[src/rtl/toe_hdr_pkg.sv]
// Shared constants and FSM state type for the TCP header streamer.
// Holds the record word offsets, fixed protocol values and the header length in words.
package toe_hdr_pkg;

    localparam int unsigned W_FLAGS      = 0;
    localparam int unsigned W_SEQ        = 1;
    localparam int unsigned W_ACK        = 2;
    localparam int unsigned W_IP_SRC     = 3;
    localparam int unsigned W_IP_DST     = 4;
    localparam int unsigned W_MAC_SRC_HI = 5;
    localparam int unsigned W_MAC_MIX    = 6;
    localparam int unsigned W_MAC_DST_LO = 7;
    localparam int unsigned W_PORTS      = 8;
    localparam int unsigned REC_WORDS    = 9;

    localparam logic [15:0] ETHERTYPE_IPV4 = 16'h0800;
    localparam logic [7:0]  IP_PROTO_TCP   = 8'd6;
    localparam int unsigned HDR_WORDS      = 14;

    typedef enum logic [2:0] {
        StIdle,
        StCheck,
        StFetch,
        StBuild,
        StEmit,
        StNext,
        StDone
    } state_e;

endpackage

[src/rtl/ip_csum16.sv]
// Combinational IPv4 header checksum over ten 16-bit halfwords.
// Output is the ones-complement of the end-around-carry sum.
module ip_csum16 (
    input  logic [9:0][15:0] i_hw,
    output logic [15:0]      o_csum
);

    logic [19:0] w_sum;
    logic [16:0] w_fold1;
    logic [15:0] w_fold2;

    always_comb begin
        w_sum = '0;
        for (int i = 0; i < 10; i++) begin
            w_sum = w_sum + {4'b0000, i_hw[i]};
        end
        // Two folds suffice: ten halfwords carry at most 4 bits out.
        w_fold1 = {1'b0, w_sum[15:0]} + {13'b0, w_sum[19:16]};
        w_fold2 = w_fold1[15:0] + {15'b0, w_fold1[16]};
        o_csum  = ~w_fold2;
    end

endmodule

[src/rtl/tcp_hdr_streamer.sv]
// Scans connection records and streams a 14-word Ethernet/IPv4/TCP header per valid record.
// Define TCP_HDR_STREAMER_IP_CSUM_EN to fill in the IPv4 header checksum.
module tcp_hdr_streamer
    import toe_hdr_pkg::*;
#(
    parameter int unsigned NUM_CONN   = 8,
    parameter int unsigned REC_STRIDE = 16,
    parameter int unsigned RAM_AW     = 9,
    parameter logic [15:0] TCP_WINDOW = 16'hFFFF,
    parameter logic [7:0]  IP_TTL     = 8'd64,
    parameter int unsigned CID_W      = (NUM_CONN > 1) ? $clog2(NUM_CONN) : 1
) (
    input  logic              i_clk,
    input  logic              i_rst,
    input  logic              i_start,
    output logic [RAM_AW-1:0] o_ram_addr,
    input  logic [31:0]       i_ram_rdata,
    output logic [31:0]       o_out_data,
    output logic              o_out_valid,
    input  logic              i_out_ready,
    output logic              o_out_last,
    output logic [CID_W-1:0]  o_out_conn_id,
    output logic              o_busy,
    output logic              o_scan_done
);

    localparam int unsigned STRIDE_LG = $clog2(REC_STRIDE);

    state_e                        r_state, w_state_nxt;
    logic [CID_W-1:0]              r_idx;
    logic [3:0]                    r_cnt;
    logic [3:0]                    r_widx;
    logic [31:0]                   r_rec [REC_WORDS];
    logic [HDR_WORDS-1:0][31:0]    r_hdr;
    logic [HDR_WORDS-1:0][31:0]    w_hdr;
    logic [RAM_AW-1:0]             w_base;
    logic                          w_last_rec;
    logic [47:0]                   w_mac_src, w_mac_dst;
    logic [15:0]                   w_ip_csum;
    logic                          w_unused_flags;

    assign w_base         = RAM_AW'(r_idx) << STRIDE_LG;
    assign w_last_rec     = (r_idx == CID_W'(NUM_CONN - 1));
    assign w_unused_flags = ^r_rec[W_FLAGS][31:6];

    always_ff @(posedge i_clk) begin
        if (i_rst) r_state <= StIdle;
        else       r_state <= w_state_nxt;
    end

    always_comb begin
        w_state_nxt = r_state;
        case (r_state)
            StIdle:  if (i_start) w_state_nxt = StCheck;
            StCheck: w_state_nxt = StFetch;
            // First FETCH cycle sees word 0; an invalid record bails out here.
            StFetch: begin
                if (r_cnt == 4'd0 && !i_ram_rdata[31]) w_state_nxt = StNext;
                else if (r_cnt == 4'(W_PORTS))         w_state_nxt = StBuild;
            end
            StBuild: w_state_nxt = StEmit;
            StEmit:  if (i_out_ready && r_widx == 4'(HDR_WORDS - 1)) w_state_nxt = StNext;
            StNext:  w_state_nxt = w_last_rec ? StDone : StCheck;
            StDone:  w_state_nxt = StIdle;
            default: w_state_nxt = StIdle;
        endcase
    end

    always_comb begin
        o_out_valid   = (r_state == StEmit);
        o_out_data    = o_out_valid ? r_hdr[r_widx] : 32'h0;
        o_out_last    = o_out_valid && (r_widx == 4'(HDR_WORDS - 1));
        o_out_conn_id = r_idx;
        o_busy        = (r_state != StIdle) && (r_state != StDone);
        o_scan_done   = (r_state == StDone);
        case (r_state)
            StCheck: o_ram_addr = w_base;
            StFetch: o_ram_addr = w_base + RAM_AW'(r_cnt) + RAM_AW'(1);
            default: o_ram_addr = '0;
        endcase
    end

    always_ff @(posedge i_clk) begin
        if (i_rst) begin
            r_idx  <= '0;
            r_cnt  <= '0;
            r_widx <= '0;
        end else begin
            case (r_state)
                StCheck: r_cnt <= '0;
                StFetch: r_cnt <= r_cnt + 4'd1;
                StBuild: r_widx <= '0;
                StEmit:  if (i_out_ready) r_widx <= r_widx + 4'd1;
                StNext:  if (!w_last_rec) r_idx <= r_idx + CID_W'(1);
                StDone:  r_idx <= '0;
                default: ;
            endcase
        end
    end

    always_ff @(posedge i_clk) begin
        if (r_state == StFetch) r_rec[r_cnt] <= i_ram_rdata;
        if (r_state == StBuild) r_hdr <= w_hdr;
    end

`ifdef TCP_HDR_STREAMER_IP_CSUM_EN
    logic [9:0][15:0] w_ip_hw;
    assign w_ip_hw = {16'h4500, 16'd40, 16'h0000, 16'h4000, {IP_TTL, IP_PROTO_TCP}, 16'h0000,
                      r_rec[W_IP_SRC][31:16], r_rec[W_IP_SRC][15:0],
                      r_rec[W_IP_DST][31:16], r_rec[W_IP_DST][15:0]};
    ip_csum16 u_ip_csum16 (
        .i_hw   (w_ip_hw),
        .o_csum (w_ip_csum)
    );
`else
    assign w_ip_csum = 16'h0000;
`endif

    assign w_mac_src = {r_rec[W_MAC_SRC_HI], r_rec[W_MAC_MIX][31:16]};
    assign w_mac_dst = {r_rec[W_MAC_MIX][15:0], r_rec[W_MAC_DST_LO]};

    always_comb begin
        w_hdr[0]  = w_mac_dst[47:16];
        w_hdr[1]  = {w_mac_dst[15:0], w_mac_src[47:32]};
        w_hdr[2]  = w_mac_src[31:0];
        w_hdr[3]  = {ETHERTYPE_IPV4, 8'h45, 8'h00};
        w_hdr[4]  = {16'd40, 16'h0000};
        w_hdr[5]  = {16'h4000, IP_TTL, IP_PROTO_TCP};
        w_hdr[6]  = {w_ip_csum, r_rec[W_IP_SRC][31:16]};
        w_hdr[7]  = {r_rec[W_IP_SRC][15:0], r_rec[W_IP_DST][31:16]};
        w_hdr[8]  = {r_rec[W_IP_DST][15:0], r_rec[W_PORTS][31:16]};
        w_hdr[9]  = {r_rec[W_PORTS][15:0], r_rec[W_SEQ][31:16]};
        w_hdr[10] = {r_rec[W_SEQ][15:0], r_rec[W_ACK][31:16]};
        w_hdr[11] = {r_rec[W_ACK][15:0], 8'h50, 2'b00, r_rec[W_FLAGS][5:0]};
        w_hdr[12] = {TCP_WINDOW, 16'h0000};
        w_hdr[13] = 32'h0000_0000;
    end

endmodule

[config.mk]
export PLATFORM = sky130hd
export DESIGN_NAME = tcp_hdr_streamer
export DESIGN_NICKNAME = d
export VERILOG_FILES = /design/src/rtl/toe_hdr_pkg.sv /design/src/rtl/ip_csum16.sv /design/src/rtl/tcp_hdr_streamer.sv
export SDC_FILE = /design/constraint.sdc
export NUM_CORES = 1
export LEC_CHECK = 0
export BUFFER_PORTS_ARGS = -buffer_cell sky130_fd_sc_hd__buf_2
export CORE_UTILIZATION = 61
export CTS_BUF_LIST = sky130_fd_sc_hd__clkbuf_8 sky130_fd_sc_hd__clkbuf_16
export CTS_CLUSTER_DIAMETER = 120
export DETAILED_ROUTE_END_ITERATION = 12
export PLACE_DENSITY = 0.75
export SYNTH_ARGS = -nofsm -noshare
export SYNTH_HDL_FRONTEND = slang
export SYNTH_HIERARCHICAL = 1
export SYNTH_SLANG_ARGS = --single-unit
[constraint.sdc]
create_clock -name i_clk -period 14.63 [get_ports i_clk]
set_clock_uncertainty 0.05 [all_clocks]
set_input_delay 0.7315 -clock i_clk [delete_from_list [all_inputs] [get_ports i_clk]]
set_output_delay 0.7315 -clock i_clk [all_outputs]
set_load 0.005 [all_outputs]
### After elaboration in Yosys (flattened, before gate mapping)

Memories as Yosys holds them, arrays and structs flattened. A register that Yosys moved wholly into a read port is not among the register bits.
Index checks and enable logic that the tools add are counted.

| storage, ports and cells | value |
|---|---|
| input port bits | 36 |
| memories | 1 |
| logic and storage cells | 57 |
| bits in writable memories | 288 |
| register bits after elaboration | 14 |

Memories:

| memory | words | width | read ports | clocked after Yosys merged registers in | wr ports | line | text |
|---|---|---|---|---|---|---|---|
| r_rec | 9 | 32 | 9 | 9 | 1 | tcp_hdr_streamer.sv:33 | `logic [31:0] r_rec [REC_WORDS];` |

| operators by class | value |
|---|---|
| reductions and logical operators | 14 |
| $add $sub $neg | 5 |
| multiplexer cells | 17 |
| equal/unequal tests | 15 |
| $lt $le $gt $ge | 1 |

Operators by type and width:

| cell | count |
|---|---|
| $bmux W32 S4 | 1 |
| $mux W32 | 2 |
| $mux W3 | 6 |
| $pmux W3 S6 | 1 |
| $pmux W9 S2 | 1 |
| $pmux W4 S2 | 2 |
| $eq A3 B3 Y1 const B | 4 |
| $add A8 B1 Y9 const B | 1 |
| $add A4 B1 Y4 const B | 2 |
| $add A7 B4 Y8 | 1 |
| $eq A4 B4 Y1 const B | 2 |
| $eq A3 B2 Y1 const B | 2 |
| $ne A3 B3 Y1 const B | 2 |
| $pmux W3 S2 | 1 |
| $reduce_bool A2 Y1 | 3 |
| $lt A4 B5 Y1 const B | 1 |
| $logic_and A1 B1 Y1 | 4 |
| $logic_not A4 Y1 | 1 |
| $mux W4 | 1 |
| $ne A2 B1 Y1 const B | 2 |
| $ne A2 B2 Y1 const B | 2 |
| $reduce_and A2 Y1 | 2 |
| $add A3 B1 Y3 const B | 1 |
| $eq A3 B1 Y1 const B | 1 |
| other kinds (5) | 6 |

### Longest topological paths before layout

| depth | value |
|---|---|
| depth after elaboration | 4 |
| mapped depth | 10 |

### Worst setup path before layout

No wires, ideal clock.

| timing | value |
|---|---|
| kind | register to register |
| start | reg r_state[2] |
| end | reg r_hdr[0] (netlist name) (read register of r_rec) (enable) |
| arrival time | 5.890 ns |
| path slack | 8.076 ns |
| cell stages (with the launch flop) | 5 |
| cell sequence | dfxtp_1 > clkbuf_1 > and2b_1 > nand2_1 > inv_1 |

| on the way | value |
|---|---|
| longest elaborated chain between the ends | 1 |

Ends and longest elaborated chain:

| item | line | text |
|---|---|---|
| start, declared | tcp_hdr_streamer.sv:29 | `state_e r_state, w_state_nxt;` |
| start signal, assigned | tcp_hdr_streamer.sv:47 | `if (i_rst) r_state <= StIdle;` |
| start signal, assigned | tcp_hdr_streamer.sv:48 | `else r_state <= w_state_nxt;` |
| $eq A3 B2 Y1 | tcp_hdr_streamer.sv:103 | `if (r_state == StBuild) r_hdr <= w_hdr;` |
| end, declared | tcp_hdr_streamer.sv:34 | `logic [HDR_WORDS-1:0][31:0] r_hdr;` |

Every way passes these cells.
A chain may end at the register's enable or synchronous reset.

### Final worst setup path

| timing | value |
|---|---|
| start | reg r_widx[1] |
| end | out o_out_data[20] |

| on the way | value |
|---|---|
| longest elaborated chain between the ends | 3 |

Ends and longest elaborated chain:

| item | line | text |
|---|---|---|
| start, declared | tcp_hdr_streamer.sv:32 | `logic [3:0] r_widx;` |
| start signal, assigned | tcp_hdr_streamer.sv:93 | `StEmit: if (i_out_ready) r_widx <= r_widx + 4'd1;` |
| $bmux W32 S4 | tcp_hdr_streamer.sv:71 | `o_out_data = o_out_valid ? r_hdr[r_widx] : 32'h0;` |
| $mux W32 (implied by the code) | tcp_hdr_streamer.sv:71 |  |
| $mux W32 | tcp_hdr_streamer.sv:71 |  |
| end, declared | tcp_hdr_streamer.sv:18 | `output logic [31:0] o_out_data,` |

Every way passes these cells. The select of a mux whose other input is x is not followed.

==> flow_metrics.py <==
metrics = {
    "critical_path": {
        "crit_path_end_kind": "primary output",
        "critical_path.most_common_cell": "a21oi_1",
        "crit_chain": "buf_4, clkinv_1, ha_1, nand3_1, o21ai_0, a21oi_1, a21oi_1, buf_2",
        "crit_path_top_delay_cell": "buf_4",
        "reg2reg_depth": 4,
        "arrival_ps": 3760,
        "crit_required_ps": 13850,
        "crit_path_max_incr_delay_ps": 660,
        "crit_fanout": 45,
        "worstSetupPathType": "reg2out",
        "start_kind": "register",
    },
    "grt": {
        "grt_max_degree": 118,
        "antenna_found_initial": 3,
        "grt_pass1_wl_mm": 55.3,
        "track_usage": 0.228,
        "grt_pass1_vias": 9588,
        "grt_overflow": 0,
    },
    "routing": {
        "drt_iter0_drc": 933,
        "wirelength_mm": 36.6,
        "wire_per_inst_um": 23.6,
        "final_antenna_net_count": 0,
        "dr.pass1.iters": 9,
        "vias_per_cell": 6.11,
        "drc": 4,
        "via_count": 9487,
    },
    "power_and_ir_drop": {
        "p_leak_nw": 7.05,
        "sequentialPowerShare": 0.580,
        "p_int_mw": 2.38,
        "p_switching_uw": 560,
        "power.density_mw_per_mm2": 136,
        "p_clk_frac": 0.401,
        "p_comb_frac": 0.019,
        "vdd_drop_max_mv": 0.0944,
        "switching_share": 0.190,
    },
    "logic_synthesis": {
        "syn_nets": 1065,
        "avgSynthCellArea_sq_um": 19.1,
        "async_flop_share": 0,
        "synth_area_leaders": "edfxtp_1 81%, mux2_2 2.8%, mux2i_1 2.7%",
        "synth_edf_count": 524,
        "synthFlopType": "edfxtp_1",
        "yosysMostFrequentCell": "edfxtp_1",
        "syn-cell-area_sq_mm": 0.0195,
        "synth.distinct_cells": 56,
        "yosysWarnings": 6,
        "syn_inst": 1020,
        "synth_top_area_frac": 0.807,
        "yosys.area.top_type": "edfxtp_1",
        "yosys_register_bits": 538,
        "synthTopCellsByCount": "524 x edfxtp_1, 52 x mux2i_1, 51 x a21oi_1, 49 x mux2_2, 35 x nor2_1",
        "ys_seq_area_frac": 0.821,
    },
    "clocking": {
        "post_cts_buffers": 0,
        "cts_buffer_depth": 3,
        "root_buffer": "clkbuf_16",
        "cts_tree": "yes",
        "cts_hold_buf": 0,
        "cts_sinks": 538,
        "clock_latency_ps": 540,
        "numCtsBuffers": 49,
        "clkSlewWorstSetupHoldPaths_ps": 60,
        "cts_resized": 0,
        "h-tree-depth": 2,
    },
    "worst_hold_path": {
        "holdPathStages": 0,
        "hold_path.class": "reg2reg",
    },
    "floorplanning": {
        "dieWidth_um": 181,
        "rows": 65,
        "dieArea_sq_mm": 0.0327,
        "die_h_um": 181,
        "initial_core_util": 0.620,
        "core-area_sq_mm": 0.0315,
        "boundaryPins": 84,
    },
    "placement": {
        "portBuffers": 82,
        "hpwl_mm": 19.5,
        "post_dp_cell_area_sq_mm": 0.0201,
        "place_congestion": 0.803,
    },
    "run_status": {
        "violations": "DRC",
        "outcome": "complete, but fails checks",
    },
    "timing": {
        "grt_setup_unrepaired": "false",
        "slew_headroom": 0.207,
        "setup_viol": 0,
        "slew_viol_final": 0,
        "worst_slew_pin_slew_ps": 1190,
        "hold_violations": 0,
        "fmax_mhz": 220,
        "fin_tns_setup_ps": 0,
        "fin_crit_ps": 4540,
        "fin_crit_sh": 0.311,
    },
    "layout": {
        "syn_to_final_growth_pct": 11.1,
        "drive_gt1_frac": 0.199,
        "layout.nets": 1154,
        "utilization": 0.688,
        "stdcell_area_sq_mm": 0.0217,
    },
    "run": {
        "drv_cap": 0,
    },
}
critical path, delay by kind of cell, from the launching register on:
| kind | cells | cell delay (ps) |
|---|---|---|
| compound gates | 3 | 600 |
| fa+ha+maj | 1 | 300 |
| buf+inv | 3 | 1200 |
| flops | 1 | 510 |
| simple gates | 1 | 590 |
layer usage:
| layer | wire [um] | up-vias | global-route usage |
|---|---|---|---|
| li1 | - | 4228 | - |
| met3 | 2690 | 64 | 0.0466 |
| met2 | 18200 | 392 | 0.381 |
| met1 | 14900 | 4799 | 0.307 |
| met5 | 27 | - | 0 |
| met4 | 745 | 4 | 0.0670 |
cell families (layout without fill, tap and decap cells):
group	count (synthesis)	in the layout	synth area share
DFF	538	538	0.821
AOI/OAI and AO/OA	176	176	0.0620
and+or+nand+nor	124	124	0.0321
muxes	101	101	0.0550
buffers and inverters	66	195	0.0215
adders and majority gates	9	9	0.00577
xor gates and xnor gates	5	5	0.00225
other	1	2	0.000192
layout make-up:
class                   count  area, sq um
clock buffers              55         1330
clock inverters            36          175
inverters                  11         48.8
diodes                      1         2.50
well taps                 402          503
multi-input cells         416         3080
repair buffers             93          493
fillers                  1921         9820
flip-flops and latches    538        16000
state kept, by name, indices dropped and copies added, names as in the netlist:
signal	cells
r_rec	262
r_widx	4
r_cnt	4
r_hdr	262
o_out_conn_id	3
r_state	3
path summary, 6_finish.rpt:
| path | from | endpoint | slack (ps) |
|---|---|---|---|
| worst max-delay path | r_widx[1] | o_out_data[20] | 10090 |
| worst min register to register | r_rec[4][31] | r_hdr[239] | 360 |
| worst max register to register | r_state[1] | r_hdr[36] | 11430 |
| worst min-delay path | r_rec[4][31] | r_hdr[239] | 360 |
layout by cell type (no fill, tap or decap), drive strengths merged, types with 2 or more instances in the layout:
cell type and count:
a2111oi 2, a211o 13, a211oi 7, a21o 2
a21oi 51, a221oi 28, a22oi 2, a2bb2oi 2
a311oi 2, and2 13, and3 5, buf 93
clkbuf 55, clkinv 14, dfxtp 14, edfxtp 524
ha 9, inv 32, mux2 49, mux2i 52
nand2 26, nand2b 9, nand3 8, nand4 4
nor2 36, nor2b 5, nor3 9, nor4 2
o21ai 34, o221a 3, o221ai 2, o22ai 10
o2bb2ai 11, o31ai 2, or2 2, xnor2 5
stage by stage:
stage	hold WS (ps)	cells	power [mW]	setup WS, ps
2_1_floorplan	350	1020	1.77	8080
3_3_place_gp	350	1460	1.79	10840
3_5_place_dp	355	1460	1.79	10700
4_1_cts	364	1551	2.95	10100
5_1_grt	368	1551	3.02	9910
6_report	362	1552	2.94	10090
power by group through the flow:
stage	Clock (mW)	Combinational, mW	Sequential (mW)
after floorplan	0	0.0322	1.74
after global placement	0	0.0545	1.73
final	1.18	0.0568	1.70
after detailed placement	0	0.0568	1.74
after CTS	1.19	0.0572	1.70
after global routing	1.25	0.0625	1.70
Power figures use the tool's default switching activity.
